File: src/rtl/imm_gen_pipe.sv
// imm_gen_pipe -- two-stage pipelined immediate generator (RV32I/RV64I).
//
// Takes raw instruction words, selects the immediate format from the opcode,
// reassembles the scattered immediate field and sign-extends it to XLEN.
// Stage S1 holds the raw instruction and tag; decode sits between S1 and S2;
// S2 holds the extended immediate, the format code and the tag.
//
// Optional feature macro: IMM_GEN_ZICSR_EN
//   defined   -> CSRRWI/CSRRSI/CSRRCI produce fmt Z with zero-extended uimm
//   undefined -> they decode as ordinary I-type (CSR address, sign-extended)
//
// Parameters: XLEN (32 or 64 only), TAG_W (sideband tag width)
// Ports:
//   clk        clock, rising edge
//   reset_n    synchronous active-low reset
//   flush      discards every in-flight entry at the next edge
//   in_valid   / in_ready   / in_inst / in_tag              upstream handshake
//   out_valid  / out_ready  / out_imm / out_fmt / out_tag   downstream handshake
//   out_fmt    0 NONE, 1 I, 2 S, 3 B, 4 U, 5 J, 6 Z
module imm_gen_pipe #(
  parameter int XLEN  = 32,
  parameter int TAG_W = 5
) (
  input  logic             clk,
  input  logic             reset_n,
  input  logic             flush,
  input  logic             in_valid,
  output logic             in_ready,
  input  logic [31:0]      in_inst,
  input  logic [TAG_W-1:0] in_tag,
  output logic             out_valid,
  input  logic             out_ready,
  output logic [XLEN-1:0]  out_imm,
  output logic [2:0]       out_fmt,
  output logic [TAG_W-1:0] out_tag
);

  localparam logic [6:0] OPCODE_LOAD        = 7'b0000011;
  localparam logic [6:0] OPCODE_FENCE       = 7'b0001111;
  localparam logic [6:0] OPCODE_ITYPE       = 7'b0010011;
  localparam logic [6:0] OPCODE_AUIPC       = 7'b0010111;
  localparam logic [6:0] OPCODE_STORE       = 7'b0100011;
  localparam logic [6:0] OPCODE_LUI         = 7'b0110111;
  localparam logic [6:0] OPCODE_BRANCH      = 7'b1100011;
  localparam logic [6:0] OPCODE_JALR        = 7'b1100111;
  localparam logic [6:0] OPCODE_JAL         = 7'b1101111;
  localparam logic [6:0] OPCODE_ENVIRONMENT = 7'b1110011;

  typedef enum logic [2:0] {
    FMT_NONE = 3'd0,
    FMT_I    = 3'd1,
    FMT_S    = 3'd2,
    FMT_B    = 3'd3,
    FMT_U    = 3'd4,
    FMT_J    = 3'd5,
    FMT_Z    = 3'd6
  } fmt_e;

  // Stage registers
  logic             s1_vld_q,  s1_vld_d;
  logic [31:0]      s1_inst_q, s1_inst_d;
  logic [TAG_W-1:0] s1_tag_q,  s1_tag_d;
  logic             s2_vld_q,  s2_vld_d;
  logic [XLEN-1:0]  s2_imm_q,  s2_imm_d;
  logic [2:0]       s2_fmt_q,  s2_fmt_d;
  logic [TAG_W-1:0] s2_tag_q,  s2_tag_d;

  logic s2_adv, s1_adv;

  // Decode results
  logic [31:0]     dec_raw;
  fmt_e            dec_fmt;
  logic [XLEN-1:0] dec_imm;

  assign s2_adv   = !s2_vld_q || out_ready;
  assign s1_adv   = s1_vld_q && s2_adv;
  // Sole combinational path from out_ready to in_ready.
  assign in_ready = !s1_vld_q || s2_adv;

  // Every format is first brought to a 32-bit two's-complement value; the
  // XLEN widening below is then a plain sign extension. For U-type that
  // extends from bit 31, and the Z uimm has a zero top bit so it stays
  // zero-extended.
  always_comb begin
    dec_raw = 32'd0;
    dec_fmt = FMT_NONE;
    unique case (s1_inst_q[6:0])
      OPCODE_JALR, OPCODE_LOAD, OPCODE_ITYPE, OPCODE_FENCE: begin
        dec_raw = {{20{s1_inst_q[31]}}, s1_inst_q[31:20]};
        dec_fmt = FMT_I;
      end
      OPCODE_ENVIRONMENT: begin
`ifdef IMM_GEN_ZICSR_EN
        if (s1_inst_q[14]) begin
          dec_raw = {27'd0, s1_inst_q[19:15]};
          dec_fmt = FMT_Z;
        end else begin
          dec_raw = {{20{s1_inst_q[31]}}, s1_inst_q[31:20]};
          dec_fmt = FMT_I;
        end
`else
        dec_raw = {{20{s1_inst_q[31]}}, s1_inst_q[31:20]};
        dec_fmt = FMT_I;
`endif
      end
      OPCODE_STORE: begin
        dec_raw = {{20{s1_inst_q[31]}}, s1_inst_q[31:25], s1_inst_q[11:7]};
        dec_fmt = FMT_S;
      end
      OPCODE_BRANCH: begin
        dec_raw = {{19{s1_inst_q[31]}}, s1_inst_q[31], s1_inst_q[7],
                   s1_inst_q[30:25], s1_inst_q[11:8], 1'b0};
        dec_fmt = FMT_B;
      end
      OPCODE_LUI, OPCODE_AUIPC: begin
        dec_raw = {s1_inst_q[31:12], 12'd0};
        dec_fmt = FMT_U;
      end
      OPCODE_JAL: begin
        dec_raw = {{11{s1_inst_q[31]}}, s1_inst_q[31], s1_inst_q[19:12],
                   s1_inst_q[20], s1_inst_q[30:21], 1'b0};
        dec_fmt = FMT_J;
      end
      default: begin
        dec_raw = 32'd0;
        dec_fmt = FMT_NONE;
      end
    endcase
  end

  assign dec_imm = XLEN'(signed'(dec_raw));

  // Next-state: S2 refills from S1 whenever it drains; S1 takes the input
  // whenever it is free (or emptying). Flush overrides both valid bits but
  // leaves data alone.
  always_comb begin
    s1_vld_d  = s1_vld_q;
    s1_inst_d = s1_inst_q;
    s1_tag_d  = s1_tag_q;
    s2_vld_d  = s2_vld_q;
    s2_imm_d  = s2_imm_q;
    s2_fmt_d  = s2_fmt_q;
    s2_tag_d  = s2_tag_q;

    if (s2_adv) s2_vld_d = s1_vld_q;
    if (in_ready) s1_vld_d = in_valid;

    if (in_valid && in_ready) begin
      s1_inst_d = in_inst;
      s1_tag_d  = in_tag;
    end
    if (s1_adv) begin
      s2_imm_d = dec_imm;
      s2_fmt_d = dec_fmt;
      s2_tag_d = s1_tag_q;
    end

    if (flush) begin
      s1_vld_d = 1'b0;
      s2_vld_d = 1'b0;
    end
  end

  always_ff @(posedge clk) begin
    if (!reset_n) begin
      s1_vld_q  <= 1'b0;
      s1_inst_q <= '0;
      s1_tag_q  <= '0;
      s2_vld_q  <= 1'b0;
      s2_imm_q  <= '0;
      s2_fmt_q  <= '0;
      s2_tag_q  <= '0;
    end else begin
      s1_vld_q  <= s1_vld_d;
      s1_inst_q <= s1_inst_d;
      s1_tag_q  <= s1_tag_d;
      s2_vld_q  <= s2_vld_d;
      s2_imm_q  <= s2_imm_d;
      s2_fmt_q  <= s2_fmt_d;
      s2_tag_q  <= s2_tag_d;
    end
  end

  assign out_valid = s2_vld_q;
  assign out_imm   = s2_imm_q;
  assign out_fmt   = s2_fmt_q;
  assign out_tag   = s2_tag_q;

endmodule

File: config.mk
export PLATFORM = sky130hd
export DESIGN_NAME = imm_gen_pipe
export DESIGN_NICKNAME = d
export VERILOG_FILES = /design/src/rtl/imm_gen_pipe.sv
export SDC_FILE = /design/constraint.sdc
export NUM_CORES = 1
export LEC_CHECK = 0
export BUFFER_PORTS_ARGS = -buffer_cell sky130_fd_sc_hd__buf_4
export CAP_MARGIN = 20
export CORE_ASPECT_RATIO = 0.6
export CORE_MARGIN = 1.5
export CORE_UTILIZATION = 58
export CTS_BUF_LIST = sky130_fd_sc_hd__clkbuf_4 sky130_fd_sc_hd__clkbuf_8
export CTS_CLUSTER_DIAMETER = 50
export DETAILED_ROUTE_END_ITERATION = 16
export PLACE_DENSITY = 0.86
export SETUP_SLACK_MARGIN = 0.4
export SYNTH_ARGS = -nofsm -noshare
export SYNTH_HDL_FRONTEND = slang
export SYNTH_SLANG_ARGS = --single-unit
File: constraint.sdc
create_clock -name clk -period 4.25 [get_ports clk]
set_clock_uncertainty 0.15 [all_clocks]
set_input_delay 0.425 -clock clk [delete_from_list [all_inputs] [get_ports clk]]
set_output_delay 0.425 -clock clk [all_outputs]
set_load 0.03 [all_outputs]
* Word-level counts from Yosys, hierarchy flattened
Cells that the tools add are included.
** Storage, ports and cells
- Bits of input ports :: 42
- Output and inout port bits :: 42
- Word-level logic and storage cells :: 29
- Register bits :: 79
** Cells by class
- Bitwise gates (word level) :: 1
- Muxes and demuxes :: 2
- Eq/ne operators :: 10
- Reduce and logical (&&, ||, !) cells :: 9
** Operators by type and width (count)
- 32-bit one-hot mux with 5 select lines :: 1
- 7-bit == test, second input constant :: 4
- 3-bit one-hot mux with 5 select lines :: 1
- 7-bit by 5-bit == test with 1-bit output, second input constant :: 2
- 7-bit by 6-bit == test with 1-bit output, second input constant :: 2
- 7-bit by 2-bit == test with 1-bit output, second input constant :: 1
- 7-bit by 4-bit == test with 1-bit output, second input constant :: 1
- 5-bit OR reduction :: 1
- 2-bit OR reduction :: 2
- 1-bit logical AND :: 2
- 1-bit zero test :: 2
- 1-bit logical OR :: 2
- 1-bit NOT :: 1

* Longest topological paths before layout
Gate-level depths: netlist of run 1.
- Word-level depth :: 4
- Depth in mapped cells :: 7
- Depth with buffers taken out :: 5

* Worst setup path before layout of run 1
No wires, ideal clock.
- Kind :: flip-flop to flip-flop
- From :: reg s2_vld_q (netlist: out_valid)
- To :: reg s1_inst_q[5]
- Cell stages (with the launch flop) :: 7
- Arrival :: 1.779 ns
- Data required time :: 4.029 ns
- Library setup time :: 0.071 ns
- Path buffers :: 1
- Slack :: 2.251 ns
- Path through :: dfxtp_1 and2b_1 nand2_1 nand2_1 clkbuf_1 nand2_1 a21oi_1
** On the way
- Cells in the longest elaborated chain, start to end :: 4
** Ends and longest elaborated chain
- from (decl) :: RTL line 63 : logic s2_vld_q, s2_vld_d;
- from (signal assigned) :: RTL line 177 : s2_vld_q <= s2_vld_d;
- 1-bit zero test :: RTL line 75 : assign s2_adv = !s2_vld_q || out_ready;
- 1-bit logical OR :: RTL line 75
- 1-bit logical OR :: RTL line 78 : assign in_ready = !s1_vld_q || s2_adv;
- net in_ready :: RTL line 28 : output logic in_ready,
- 1-bit logical AND :: RTL line 148 : if (in_valid && in_ready) begin
- to (signal assigned) :: RTL line 175 : s1_inst_q <= s1_inst_d;
- to (decl) :: RTL line 61 : logic [31:0] s1_inst_q, s1_inst_d;
The timed path passes the listed nets, and every way through them passes these cells.
A chain may end at the register's enable or synchronous reset.

* Worst setup path in the final report of run 1
- From :: reg s1_inst_q[1]
- To :: reg s2_imm_q[22] (netlist: out_imm[22])
** On the way
- Cells in the longest elaborated chain, start to end :: 3
- Elaborated cells on any way between the ends :: 13
- Those cells by class :: eq/ne: 10; mux: 1; reduce/logical: 2
** Ends and longest elaborated chain
- 7-bit == test, or another cell as far along :: RTL line 87 : unique case (s1_inst_q[6:0])
- 5-bit OR reduction (no source line) or 2-bit OR reduction (tied branches)
- 32-bit one-hot mux with 5 select lines (*) :: RTL line 87
- to (signal assigned) :: RTL line 178 : s2_imm_q <= s2_imm_d;
- to (decl) :: RTL line 64 : logic [XLEN-1:0] s2_imm_q, s2_imm_d;
Every way passes the cells marked *; elsewhere a longest branch is shown, timed or not.

==> results of run 1 <==
-- synth_stat cells, types with 2 or more instances --
| library cell | instances |
|---|---|
| buf_2 | 8 |
| nor2b_1 | 4 |
| a221o_1 | 11 |
| nor3b_2 | 2 |
| inv_1 | 3 |
| o21ai_0 | 3 |
| dfxtp_1 | 79 |
| nand2b_1 | 6 |
| a221oi_1 | 4 |
| a21oi_1 | 58 |
| nor2_1 | 14 |
| a22o_1 | 4 |
| o22ai_1 | 2 |
| and2_1 | 3 |
| o21ai_1 | 10 |
| a21boi_0 | 4 |
| buf_6 | 2 |
| nand3_1 | 2 |
| nand2_1 | 110 |
| a211oi_2 | 2 |
| a32oi_1 | 7 |
| clkbuf_1 | 13 |
-- power by group --
group	internal, mW	switching [mW]	leakage (nW)
clock	0.392	0.275	0.120
combinational	0.0557	0.0691	0.871
sequential	0.761	0.0238	0.644
total	1.21	0.368	1.63
-- state kept, by name, summed over array words and instances, names as in the netlist --
name / flops
s1_inst_q: 32
s1_tag_q: 5
out_imm: 32
s1_vld_q: 1
out_fmt: 3
out_valid: 1
out_tag: 5
-- per-layer routing --
metal / wire length, um / GRT usage
met4: 89 / 0.101
met1: 3870 / 0.414
met5: 0 / 0
met3: 783 / 0.0725
met2: 3480 / 0.414
-- worst max path at each step --
stage	startpoint	endpoint	slack [ps]	cells after the start
after floorplan	out_valid	s1_inst_q[5]	2250	6
after global placement	out_ready	out_imm[20]	1720	6
after detailed placement	out_ready	out_imm[20]	1570	6
after CTS	out_valid	out_imm[20]	1770	5
after global routing	out_valid	out_imm[20]	1620	5
final	s1_inst_q[1]	out_imm[22]	1770	5
-- stage by stage --
step,hold slack [ps],instances
4_1_cts,162,518
3_3_place_gp,289,503
3_5_place_dp,297,503
2_1_floorplan,282,375
5_1_grt,157,518
6_report,168,518
-- critical path, cell delays in order, from the launching register on --
cell	delay, ps
dfxtp_1	440
nand2_1	170
nor3b_4	420
nand2_2	160
nor4_2	790
a221o_1	290
-- area by class of cell --
class                   count  area (um2)
multi-input cells         267        1450
flip-flops and latches     79        1580
repair buffers             87         653
clock buffers               9         124
well taps                  66        82.6
fillers                   343        1130
inverters                   4        15.0
clock inverters             6         116
-- kinds of logic (layout without fill, tap and decap cells) --
family          Yosys count  count (layout)  share of synthesized area
xor+xnor                  2               2                    0.00553
flops                    79              79                      0.499
buf+inv                  29             106                     0.0434
compound gates          111             111                      0.228
simple gates            154             154                      0.224
==> impl_metrics.env, run 1 <==
export IMPL_drive_above_1_share=0.252
export IMPL_drt_initial_drc_count=185
export IMPL_postCtsSetupRepairBufs=0
export IMPL_rsz0062_at_grt="no"
export IMPL_coreArea_um2=5150
export IMPL_ys_warn_count=0
export IMPL_worst_pin_slew_ps=1030
export IMPL_ctsHoldBuffers=0
export IMPL_clock_sinks=79
export IMPL_leakagePower_nw=1.63
export IMPL_synth_top_area_frac=0.499
export IMPL_fin_crit_ps=2480
export IMPL_maxCapViolCount=0
export IMPL_clk_pin_slew_worst_paths_ps=90
export IMPL_finalSetupTns_ps=0
export IMPL_path_max_fanout=11
export IMPL_port_buffers=83
export IMPL_synth_top_cell_by_area="dfxtp_1"
export IMPL_r2r_start="s1_inst_q[1]"
export IMPL_dpl_cell_area_um2=3780
export IMPL_vias=2996
export IMPL_finalWeightedCongestion=0.895
export IMPL_cp_arrival_ps=2610
export IMPL_num_rows=20
export IMPL_place_ws_ps=1570
export IMPL_antenna_found_initial=0
export IMPL_numCtsBuffers=9
export IMPL_drc=0
export IMPL_htreeDepth=3
export IMPL_yosys_top_cells_area="dfxtp_1 (50%), nand2_1 (13%), a21oi_1 (9.2%)"
export IMPL_criticalPathCategory="flip-flop to flip-flop"
export IMPL_track_usage=0.286
export IMPL_worst_r2r_setup_slack_ps=1770
export IMPL_root_buffer="clkbuf_8"
export IMPL_setup_viol=0
export IMPL_grt_overflow=0
export IMPL_status="complete, no violations"
export IMPL_grt_max_degree=55
export IMPL_antennaDiodeCount=0
export IMPL_synth_area_um2=3170
export IMPL_cts_path_max_buffers=2
export IMPL_synthArstFlopShare=0
export IMPL_hold_end="s1_inst_q[26]"
export IMPL_drt_pass1_iterations=4
export IMPL_min_path_type="primary input to flip-flop"
export IMPL_maxSlewViolCount=0
export IMPL_reg2reg_to="out_imm[22]"
export IMPL_die_h_um=60.2
export IMPL_syn_nets=417
export IMPL_final_util=0.780
export IMPL_syn2layout_area_growth_pct=26.9
export IMPL_power_mw=1.58
export IMPL_endpoint_kind="flip-flop"
export IMPL_min_path_cells=3
export IMPL_io_pins=84
export IMPL_critPathLaunchType="flip-flop"
export IMPL_synth_edff_count=0
export IMPL_grt_pass1_vias=2632
export IMPL_die_x_um=98.4
export IMPL_ff2ff_path_depth=5
export IMPL_dp_hpwl_um=5720
export IMPL_final_common_cell="nand2_1"
export IMPL_hp_start="in_inst[26]"
export IMPL_seq_area_frac_synth=0.499
export IMPL_fmax_ghz=0.403
export IMPL_ys_ff_latch=79
export IMPL_drt_total_wl_um=8220
export IMPL_final_cell_mix="nand2_1 (110), buf_4 (87), dfxtp_1 (79)"
export IMPL_synth_cell_types=46
export IMPL_finalHoldViolations=0
export IMPL_nets=490
export IMPL_synth_avg_cell_area_um2=8.45
export IMPL_start_util=0.615
export IMPL_period_share=0.584
export IMPL_dieArea_um2=5930
export IMPL_ctsResizeCount=0
export IMPL_wl_per_cell_um=15.9
export IMPL_critical_path_required_ps=4380
export IMPL_grt_first_pass_wirelength_um=12900
export IMPL_syn_inst=375
export IMPL_pwr_density_cell_nw_per_um2=392
export IMPL_layout_setup_ws_ps=1770
export IMPL_clk_latency_ps=350
export IMPL_max_slew_margin_rel=0.307
export IMPL_synth_ff_type="dfxtp_1"
export IMPL_cts_tree="yes"
export IMPL_peakVddDrop_mv=0.235
export IMPL_viasPerCell=5.78
export IMPL_final_area_um2=4020
export IMPL_detail_route_antenna_nets=0
Note: power is estimated with default switching activity, not from simulation.
==> run 2: changes to the inputs <==
--- a/config.mk
+++ b/config.mk
@@ -9,11 +9,11 @@
 export CAP_MARGIN = 20
 export CORE_ASPECT_RATIO = 0.6
 export CORE_MARGIN = 1.5
-export CORE_UTILIZATION = 58
+export CORE_UTILIZATION = 54
 export CTS_BUF_LIST = sky130_fd_sc_hd__clkbuf_4 sky130_fd_sc_hd__clkbuf_8
 export CTS_CLUSTER_DIAMETER = 50
 export DETAILED_ROUTE_END_ITERATION = 16
-export PLACE_DENSITY = 0.86
+export PLACE_DENSITY = 0.81
 export SETUP_SLACK_MARGIN = 0.4
 export SYNTH_ARGS = -nofsm -noshare
 export SYNTH_HDL_FRONTEND = slang
==> constraint.sdc (replaced) <==
create_clock -name clk -period 2.5 [get_ports clk]
set_clock_uncertainty 0.15 [all_clocks]
set_input_delay 0.25 -clock clk [delete_from_list [all_inputs] [get_ports clk]]
set_output_delay 0.25 -clock clk [all_outputs]
set_load 0.03 [all_outputs]
==> impl_metrics.env, run 2 (synthesis results as in run 1) <==
export IMPL_maxSlewViolCount=0
export IMPL_cp_arrival_ps=2110
export IMPL_n_fill_cell=406
export IMPL_wl_per_cell_um=15.2
export IMPL_crit_chain="nand2b_1 > a22o_1 > a211oi_4 > nor4b_4 > buf_4 > a221o_1"
export IMPL_viasPerCell=5.55
export IMPL_hold_ws_ps=3.07
export IMPL_clk_pin_slew_worst_paths_ps=80
export IMPL_rsz0062_at_grt="yes"
export IMPL_coreArea_um2=5620
export IMPL_reg2reg_to="out_imm[29]"
export IMPL_r2r_start="s1_inst_q[6]"
export IMPL_vias=3159
export IMPL_num_rows=21
export IMPL_cpMaxStageDelayCell="dfxtp_2"
export IMPL_track_usage=0.279
export IMPL_drt_total_wl_um=8630
export IMPL_drc=0
export IMPL_grt_first_pass_wirelength_um=13800
export IMPL_fin_crit_ps=2020
export IMPL_antennaDiodeCount=0
export IMPL_slowest_delay_ps=410
export IMPL_clock_sinks=79
export IMPL_maxCapViolCount=0
export IMPL_power_mw=2.65
export IMPL_pwr_density_cell_nw_per_um2=602
export IMPL_critPathLaunchType="flip-flop"
export IMPL_critical_path_required_ps=2590
export IMPL_worst_r2r_setup_slack_ps=480
export IMPL_min_path_type="primary input to flip-flop"
export IMPL_fmax_ghz=0.494
export IMPL_dp_hpwl_um=5820
export IMPL_io_pins=84
export IMPL_finalWeightedCongestion=0.980
export IMPL_root_buffer="clkbuf_8"
export IMPL_drive_above_1_share=0.264
export IMPL_die_x_um=102
export IMPL_htreeDepth=3
export IMPL_endpoint_kind="flip-flop"
export IMPL_start_util=0.563
export IMPL_min_path_cells=3
export IMPL_leakagePower_nw=1.80
export IMPL_hold_end="s1_inst_q[11]"
export IMPL_drt_initial_drc_count=169
export IMPL_drt_pass1_iterations=5
export IMPL_grt_overflow=0
export IMPL_max_slew_margin_rel=0.570
export IMPL_syn2layout_area_growth_pct=39.1
export IMPL_die_h_um=62.3
export IMPL_nets=526
export IMPL_final_cell_mix="nand2_1 (110), buf_4 (94), dfxtp_1 (74)"
export IMPL_port_buffers=83
export IMPL_finalHoldViolations=0
export IMPL_crit_buf_inv=1
export IMPL_criticalPathCategory="flip-flop to flip-flop"
export IMPL_ff2ff_path_depth=6
export IMPL_grt_pass1_vias=2860
export IMPL_instances_no_fill=569
export IMPL_dieArea_um2=6350
export IMPL_cp_top_family="compound AO/OA/AOI/OAI gates"
export IMPL_final_common_cell="nand2_1"
export IMPL_path_max_fanout=13
export IMPL_setup_viol=0
export IMPL_finalSetupTns_ps=0
export IMPL_hp_start="in_inst[11]"
export IMPL_cts_tree="yes"
export IMPL_antenna_found_initial=0
export IMPL_cts_path_max_buffers=2
export IMPL_clk_latency_ps=350
export IMPL_peakVddDrop_mv=0.359
export IMPL_worst_pin_slew_ps=644
export IMPL_grt_max_degree=34
export IMPL_dp_cells=524
export IMPL_period_share=0.810
export IMPL_status="complete, no violations"
export IMPL_detail_route_antenna_nets=0
export IMPL_numCtsBuffers=9
[run 2: cell types whose count changed in the layout (fill, tap and decap cells not counted), moves of 2 or more]
cell / previous run / this run
dlygate4sd3_1: 0 / 28
buf_4: 87 / 94
dfxtp_1: 79 / 74
dfxtp_2: 0 / 3
dfxtp_4: 0 / 2
[run 2: worst max-delay path by stage]
| stage | cells after the start | startpoint | to | slack, ps |
|---|---|---|---|---|
| finish | 6 | s1_inst_q[6] | out_imm[29] | 480 |
| global route | 5 | s1_inst_q[2] | out_imm[3] | 400 |
| CTS | 6 | s1_inst_q[5] | out_imm[29] | 440 |
| detailed placement | 4 | s1_inst_q[5] | out_imm[24] | 210 |
| global placement | 5 | s1_inst_q[3] | out_imm[25] | 310 |
| floorplan | 6 | out_valid | s1_inst_q[5] | 500 |
[run 2: power breakdown]
group,internal (mW),switching (mW)
combinational,0.132,0.131
sequential,1.29,0.0421
clock,0.581,0.472
[run 2: worst min-delay path: stages]
cell	delay [ps]
buf_4	110
nand2_1	40
a21oi_1	50
[run 2: timing repair]
action,in CTS,in global routing
hold buffers,28,0
pin swaps,0,0
setup buffers,1,0
endpoints found under the hold margin,28,0
setup endpoints to repair,24,24
gates resized for setup,6,4
[run 2: per-stage QoR]
| stage | util | setup slack [ps] | instance area (um2) |
|---|---|---|---|
| after detailed placement | 0.687 | 208 | 3860 |
| after global routing | 0.783 | 399 | 4410 |
| after CTS | 0.782 | 441 | 4400 |
| after global placement | 0.687 | 311 | 3860 |
| after floorplan | - | 501 | 3170 |
| final | 0.783 | 476 | 4410 |
[run 2: routing by layer]
layer / routed length [um] / global-route usage / part of all wire
met4: 89 / 0.0839 / 0.010
met1: 3910 / 0.396 / 0.45
met2: 3940 / 0.421 / 0.46
met5: 0 / 0 / 0
met3: 687 / 0.0698 / 0.080
[run 2: area by class of cell]
class                      instances  area, um2  share of cell area
sequential                        79       1590               0.362
multi-input combinational        267       1470               0.333
timing repair buffer             123       1010               0.228
clock buffer                      10        131              0.0298
tap                               80        100              0.0227
clock inverter                     6       91.3              0.0207
inverter                           4       15.0             0.00341
